$ cat config.mk
export PLATFORM = sky130hd
export DESIGN_NAME = meter_pulse_accumulator
export DESIGN_NICKNAME = d
export VERILOG_FILES = /design/src/rtl/ebm_pkg.sv /design/src/rtl/pulse_debouncer.sv /design/src/rtl/meter_pulse_accumulator.sv
export SDC_FILE = /design/constraint.sdc
export NUM_CORES = 1
export LEC_CHECK = 0
export CAP_MARGIN = 5
export CORE_MARGIN = 3
export CORE_UTILIZATION = 50
export DETAILED_ROUTE_END_ITERATION = 8
export GPL_TIMING_DRIVEN = 0
export PLACE_DENSITY_LB_ADDON = 0.08
export SETUP_SLACK_MARGIN = 0.5
export SYNTH_ARGS = -nofsm -noshare
export SYNTH_HDL_FRONTEND = slang
export SYNTH_SLANG_ARGS = --single-unit
$ cat constraint.sdc
create_clock -name clk -period 3.3 [get_ports clk]
set_input_delay 0.33 -clock clk [delete_from_list [all_inputs] [get_ports clk]]
set_output_delay 0.33 -clock clk [all_outputs]
set_load 0.01 [all_outputs]
$ cat src/rtl/ebm_pkg.sv
// ============================================================================
// Module      : ebm_pkg
// Description : Shared widths, unit type and snapshot FSM encoding for the
//               energy billing machine.
// Revision    : 1.0 - initial release
// ============================================================================
`default_nettype none

package ebm_pkg;

   localparam int UNITS_W              = 13;
   localparam int DEF_PULSES_PER_UNIT  = 16;
   localparam int DEF_DEBOUNCE_CYCLES  = 4;

   typedef logic [UNITS_W-1:0] units_t;

   typedef enum logic {
      ST_IDLE  = 1'b0,
      ST_VALID = 1'b1
   } snapState_t;

endpackage

`default_nettype wire

$ cat src/rtl/pulse_debouncer.sv
// ============================================================================
// Module      : pulse_debouncer
// Description : Two-flop synchroniser, stability filter and registered
//               rising-edge strobe for the raw meter impulse line.
// Revision    : 1.0 - initial release
// ============================================================================
`default_nettype none

module pulse_debouncer #(
   parameter int DEBOUNCE_CYCLES = ebm_pkg::DEF_DEBOUNCE_CYCLES
) (
   input  logic clk,
   input  logic rst,
   input  logic raw_in,
   output logic strobe_out
);

   localparam int CNT_W = $clog2(DEBOUNCE_CYCLES + 1);
   localparam logic [CNT_W-1:0] c_cntLast = CNT_W'(DEBOUNCE_CYCLES - 1);

   logic             r_sync1;
   logic             r_sync2;
   logic             r_filtered;
   logic [CNT_W-1:0] r_cnt;
   logic             r_strobe;

   always_ff @(posedge clk or posedge rst) begin
      if (rst) begin
         r_sync1    <= 1'b0;
         r_sync2    <= 1'b0;
         r_filtered <= 1'b0;
         r_cnt      <= '0;
         r_strobe   <= 1'b0;
      end else begin
         r_sync1  <= raw_in;
         r_sync2  <= r_sync1;
         r_strobe <= 1'b0;
         if (r_sync2 == r_filtered) begin
            r_cnt <= '0;
         end else if (r_cnt == c_cntLast) begin
            // Strobe is raised on the same edge the filtered level rises
            r_filtered <= r_sync2;
            r_cnt      <= '0;
            r_strobe   <= r_sync2;
         end else begin
            r_cnt <= r_cnt + 1'b1;
         end
      end
   end

   assign strobe_out = r_strobe;

endmodule

`default_nettype wire

$ cat src/rtl/meter_pulse_accumulator.sv
// ============================================================================
// Module      : meter_pulse_accumulator
// Description : Divides debounced meter impulses into units, keeps the unit
//               register and hands snapshots to billing via req/valid/ack.
// Revision    : 1.0 - initial release
// ============================================================================
`default_nettype none

module meter_pulse_accumulator #(
   parameter int PULSES_PER_UNIT = ebm_pkg::DEF_PULSES_PER_UNIT,
   parameter int DEBOUNCE_CYCLES = ebm_pkg::DEF_DEBOUNCE_CYCLES,
   parameter int UNITS_W         = ebm_pkg::UNITS_W
) (
   input  logic                               clk,
   input  logic                               rst,
   input  logic                               pulse_in,
   input  logic                               load_en,
   input  logic [UNITS_W-1:0]                 load_value,
   input  logic                               read_req,
   input  logic                               read_ack,
   output logic                               read_valid,
   output logic [UNITS_W-1:0]                 units_snap,
   output logic [UNITS_W-1:0]                 units_live,
   output logic [$clog2(PULSES_PER_UNIT)-1:0] pulse_cnt,
   output logic                               overflow
);

   import ebm_pkg::*;

   localparam int PC_W = $clog2(PULSES_PER_UNIT);
   localparam logic [PC_W-1:0]    c_cntLast  = PC_W'(PULSES_PER_UNIT - 1);
   localparam logic [UNITS_W-1:0] c_unitsMax = '1;

   logic               w_strobe;
   logic [PC_W-1:0]    r_pulseCnt;
   logic [UNITS_W-1:0] r_unitsLive;
   logic [UNITS_W-1:0] r_unitsSnap;
   logic               r_overflow;
   snapState_t         r_state;
   snapState_t         w_nextState;
   logic               w_capture;

   pulse_debouncer #(
      .DEBOUNCE_CYCLES (DEBOUNCE_CYCLES)
   ) u_debouncer (
      .clk        (clk),
      .rst        (rst),
      .raw_in     (pulse_in),
      .strobe_out (w_strobe)
   );

   // A load wins over a coincident strobe; that impulse is dropped
   always_ff @(posedge clk or posedge rst) begin
      if (rst) begin
         r_pulseCnt  <= '0;
         r_unitsLive <= '0;
         r_overflow  <= 1'b0;
      end else if (load_en) begin
         r_pulseCnt  <= '0;
         r_unitsLive <= load_value;
         r_overflow  <= 1'b0;
      end else if (w_strobe) begin
         if (r_pulseCnt < c_cntLast) begin
            r_pulseCnt <= r_pulseCnt + 1'b1;
         end else begin
            r_pulseCnt  <= '0;
            r_unitsLive <= r_unitsLive + 1'b1;
            if (r_unitsLive == c_unitsMax) begin
               r_overflow <= 1'b1;
            end
         end
      end
   end

   always_ff @(posedge clk or posedge rst) begin
      if (rst) begin
         r_state     <= ST_IDLE;
         r_unitsSnap <= '0;
      end else begin
         r_state <= w_nextState;
         if (w_capture) begin
            r_unitsSnap <= r_unitsLive;
         end
      end
   end

   always_comb begin
      w_nextState = r_state;
      w_capture   = 1'b0;
      case (r_state)
         ST_IDLE: begin
            if (read_req) begin
               w_capture   = 1'b1;
               w_nextState = ST_VALID;
            end
         end
         ST_VALID: begin
            if (read_ack) begin
               w_nextState = ST_IDLE;
            end
         end
         default: w_nextState = ST_IDLE;
      endcase
   end

   assign read_valid = (r_state == ST_VALID);
   assign units_snap = r_unitsSnap;
   assign units_live = r_unitsLive;
   assign pulse_cnt  = r_pulseCnt;
   assign overflow   = r_overflow;

endmodule

`default_nettype wire

## After elaboration in Yosys (flattened, before gate mapping)

Index checks and enable logic that the tools add are counted.
Widths: inputs -> output; s select.

| operators by class | value |
|---|---|
| multiplexer cells | 18 |
| reduce and logical (&&, ||, !) cells | 5 |
| add/sub/neg operators | 3 |
| equality and inequality tests | 4 |
| bitwise logic cells | 2 |
| magnitude comparators | 1 |

Operators with widths:

| kind | count |
|---|---|
| $mux 13 | 3 |
| $add 13x1->13 const B | 1 |
| $eq 13x13->1 const B | 1 |
| $mux 4 | 3 |
| $mux 1 | 9 |
| $mux 3 | 2 |
| $add 4x1->4 const B | 1 |
| $lt 4x4->1 const B | 1 |
| $reduce_and 2->1 | 2 |
| $reduce_bool 2->1 | 2 |
| $add 3x1->3 const B | 1 |
| $eq 3x2->1 const B | 1 |
| $reduce_and 3->1 | 1 |
| $ne 2x2->1 const B | 1 |
| $not 1->1 | 2 |
| $pmux 1 s2 | 1 |
| $eq 1x1->1 | 1 |

| word-level totals | value |
|---|---|
| bits of input ports | 19 |
| output and inout port bits | 32 |
| flip-flop bits (word level) | 39 |
| word-level logic and storage cells | 43 |

## Logic depth before layout (Yosys ltp)

| logic depth | value |
|---|---|
| depth after elaboration | 5 |
| mapped depth | 6 |
| depth with buffers taken out | 5 |

## Modules after synthesis

From an unflattened synthesis, not the netlist that was laid out.

| unflattened totals | value |
|---|---|
| cells, all modules | 154 |
| area total of the unflattened synthesis | 1,780.5 µm² |

Modules (own cells, without submodules):

| module | seq. area each (µm²) | instances | cells each | area an instance (µm²) |
|---|---|---|---|---|
| meter_pulse_accumulator | 800.8 | 1 | 138 | 1,520.2 |
| pulse_debouncer | 175.2 | 1 | 16 | 260.2 |

## Worst setup path before layout

Ideal clock, no wire load.

| timing path | value |
|---|---|
| path kind | reg-to-reg |
| from | register r_pulseCnt[0], in the netlist pulse_cnt[0] |
| to | register r_unitsLive[10], in the netlist units_live[10] |
| required time | 3.218 ns |
| cell stages (with the launch flop) | 5 |
| slack | 1.711 ns |
| library setup time | 0.082 ns |
| path buffers | 0 |
| clock period less this slack | 1.589 ns |
| data arrival time | 1.507 ns |
| cell sequence | dfrtp_1 ha_1 nand4_4 or4_1 a31oi_1 |

| on the way | value |
|---|---|
| cells in the longest elaborated chain, start to end | 3 |

RTL lines:

| what | RTL line | source |
|---|---|---|
| from (decl) | meter_pulse_accumulator.sv:35 | `logic [PC_W-1:0] r_pulseCnt;` |
| from (signal assigned) | meter_pulse_accumulator.sv:64 | `r_pulseCnt <= r_pulseCnt + 1'b1;` |
| $lt 4x4->1 | meter_pulse_accumulator.sv:63 | `if (r_pulseCnt < c_cntLast) begin` |
| $ne 2x2->1 (no line) | - |  |
| $reduce_and 2->1 (no line) | - |  |
| to (signal assigned) | meter_pulse_accumulator.sv:60 | `r_unitsLive <= load_value;` |
| to (signal assigned) | meter_pulse_accumulator.sv:67 | `r_unitsLive <= r_unitsLive + 1'b1;` |
| to (decl) | meter_pulse_accumulator.sv:36 | `logic [UNITS_W-1:0] r_unitsLive;` |

No other way between the ends.
A chain may end at the register's enable or synchronous reset.

## Worst setup path after layout

| timing path | value |
|---|---|
| from | register r_unitsLive[2], in the netlist units_live[2] |
| to | output units_live[2] |

RTL lines:

| what | RTL line | source |
|---|---|---|
| to (decl) | meter_pulse_accumulator.sv:23 | `output logic [UNITS_W-1:0] units_live,` |

No word-level cell between the ends.

==> metrics <==
Worst EP arrival ~1.5 ns; Syn-to-layout area delta 38.1%; max_slew headroom a little under three fifths; maximum VDD drop between 0.3 and 0.4 mV; final layout net count 236; number of antenna violations at the first check in global routing 0; R2R setup slack roughly 1.6 ns; CP max stage cell clkdlybuf4s50_1; number of synthesized flops with an enable pin 0; leading area contributor after synthesis dfrtp_1; Ys Warns 0; layout cells sized above 1 about an eighth; f_max 552 MHz; clk_lat worst skew ~0.35 ns; Synth async-reset ratio between 90% and 100%; Filler cells between 200 and 250; gr usage total between 20% and 30%; CTS Buf Count 5; sequential area share after synthesis 55.5%; DIE AREA ~0.0043 mm^2; total gr overflow 0; final setup fails 0; Synth Cell Area roughly 0.0018 mm^2; post-cts sizing count 0; Int Power 0.927 mW; Data required, critical path ~3.0 ns; die width approximately 65 um; Slew Limit Fails 0; worst r2r src pulse_cnt[0]; Rows 20; number of global-route vias before repair between 1000 and 1500; vias 1373; Die Y roughly 65 um; GP Congestion roughly 0.75; largest net degree at the start of global routing 25; Place WS approximately 1.3 ns; Sw Ratio 27.0%; fin crit share ~55%; MaxCap Viol Count 0; clk sink count 39; Worst setup SP type register; I/O Buffers 50; vias per cell 5.30; nature of the critical path endpoint primary output; core area between 0.003 and 0.004 mm^2; RSZ-0062 raised after global routing no; Final Instance Count excl. Fillers between 200 and 300; Post-Syn Instances 156; Logic pwr share about a quarter; WS Path Type reg2out; CTS tree built; Inserted Diodes 0; deepest clock path buffer count 2; clock slew at reported path FFs 0.12 ns; syn_area_per_cell around 11 um^2; WP buf/inv 1; post-DP HPWL slightly below 3 mm; number of synthesized register bits 39; CP cell instances clkdlybuf4s50_1; R2R Path End units_live[10]; Post-CTS Setup Inserts 0; First-pass DRT Iterations 5; synth unique cells 32; skew final 0.0123 ns; top cell type's share of synthesized area between 50% and 60%; WL/cell roughly 15 um; hold violation count in the final report 0; IO Pins 51; DRC viols 0; drt initial violations 60; post-placement cell area 0.00234 mm^2; Finished Cell Area between 0.002 and 0.0025 mm^2; top-count cell post-synth dfrtp_1; pwr/cell area between 500 and 600 mW/mm^2; status finished, final reports clean; Final Worst Setup Slack 1.49 ns; crit-path leading delay family buffers and inverters; Final min period roughly 1.8 ns; Crit path largest cell delay approximately 0.61 ns; Antenna Violating Nets Remaining 0; Post-Route WL ~3.9 mm; register share of total power between 40% and 50%; commonest cells in the netlist 39 x dfrtp_1, 18 x nand2_1, 15 x mux2_2, 8 x nor2_1, 8 x o21ai_1; H-tree levels 2; HP Class in2async; Core Util, Final between 70 and 80%; setup TNS 0 ns; crit path max fanout 8; Clock Root Buffer clkbuf_4; Post-synth top flop dfrtp_1; worst-case reg-to-reg path depth 4; P_sw 0.342 mW; syn_nets between 150 and 200; Pleak between 1 and 1.5 nW; Cells after DPL 251; clock share of power roughly a quarter; Worst-Margin Slew 0.657 ns; largest cells by area after synthesis dfrtp_1 56%, mux2_2 9.6%, nand2_1 3.8%; CTS Hold Bufs 0; first-pass GRT wire length about 6.7 mm; Initial Utilization a little over half
layout by cell type (no fill, tap or decap), drive strengths merged, types with 2 or more instances in the layout:
cell type | Yosys | layout
nor2 | 8 | 8
nand4 | 6 | 6
nand3 | 6 | 6
mux2 | 15 | 15
nor3 | 4 | 4
mux2i | 2 | 2
clkbuf | 3 | 9
a21oi | 4 | 4
xor2 | 5 | 5
nand2 | 18 | 18
clkdlybuf4s50 | 0 | 50
ha | 3 | 3
o21ai | 12 | 12
and4 | 3 | 3
dfrtp | 39 | 39
nor2b | 3 | 3
xnor2 | 7 | 7
inv | 4 | 4
buf | 3 | 4
power groups by stage:
stage	sequential [mW]	clock (mW)	combinational (mW)
2_1_floorplan	0.641	0	0.119
4_1_cts	0.618	0.341	0.321
3_3_place_gp	0.617	0	0.302
5_1_grt	0.630	0.366	0.345
3_5_place_dp	0.627	0	0.317
6_report	0.618	0.336	0.315
state kept, by name (all words and copies together), names as in the netlist:
name / flops
units_snap: 13
u_debouncer.r_filtered: 1
u_debouncer.r_sync1: 1
read_valid: 1
pulse_cnt: 4
u_debouncer.r_sync2: 1
overflow: 1
u_debouncer.strobe_out: 1
units_live: 13
u_debouncer.r_cnt: 3
cell families after synthesis:
group / synth area share (%)
compound gates: 6.26
fa+ha+maj: 2.14
simple gates: 17.1
buf+inv: 2.28
mux: 10.7
xor+xnor: 5.98
flops: 55.5
metal layers:
layer	track usage [%]	wire [um]	up-vias
li1	-	-	664
met3	7.01	298	4
met5	0	0	-
met1	25.6	1650	649
met2	34.9	1920	56
met4	5.70	42	0
through the flow:
stage / total power, mW / hold WS (ns)
finish: 1.27 / 0.351
global route: 1.34 / 0.370
CTS: 1.28 / 0.364
detailed placement: 0.944 / 0.340
global placement: 0.919 / 0.335
floorplan: 0.760 / 0.331
area by class of cell:
cell class | count | area (um^2) | area share (%)
buffer | 6 | 25.0 | 1.03
clock buffer | 6 | 51.3 | 2.11
clock inverter | 2 | 35.0 | 1.44
inverter | 4 | 15.0 | 0.619
multi-input combinational | 107 | 742 | 30.6
sequential | 39 | 976 | 40.2
tap | 44 | 55.1 | 2.27
timing repair buffer | 51 | 528 | 21.8
how the worst max path moves through the flow:
stage	end	start	cells after the start
floorplan	units_live[10]	pulse_cnt[0]	4
global placement	units_snap[10]	rst	2
detailed placement	units_snap[1]	read_req	5
CTS	units_live[2]	units_live[2]	1
global route	units_live[2]	units_live[2]	1
finish	units_live[2]	units_live[2]	1
Power figures use the tool's default switching activity.
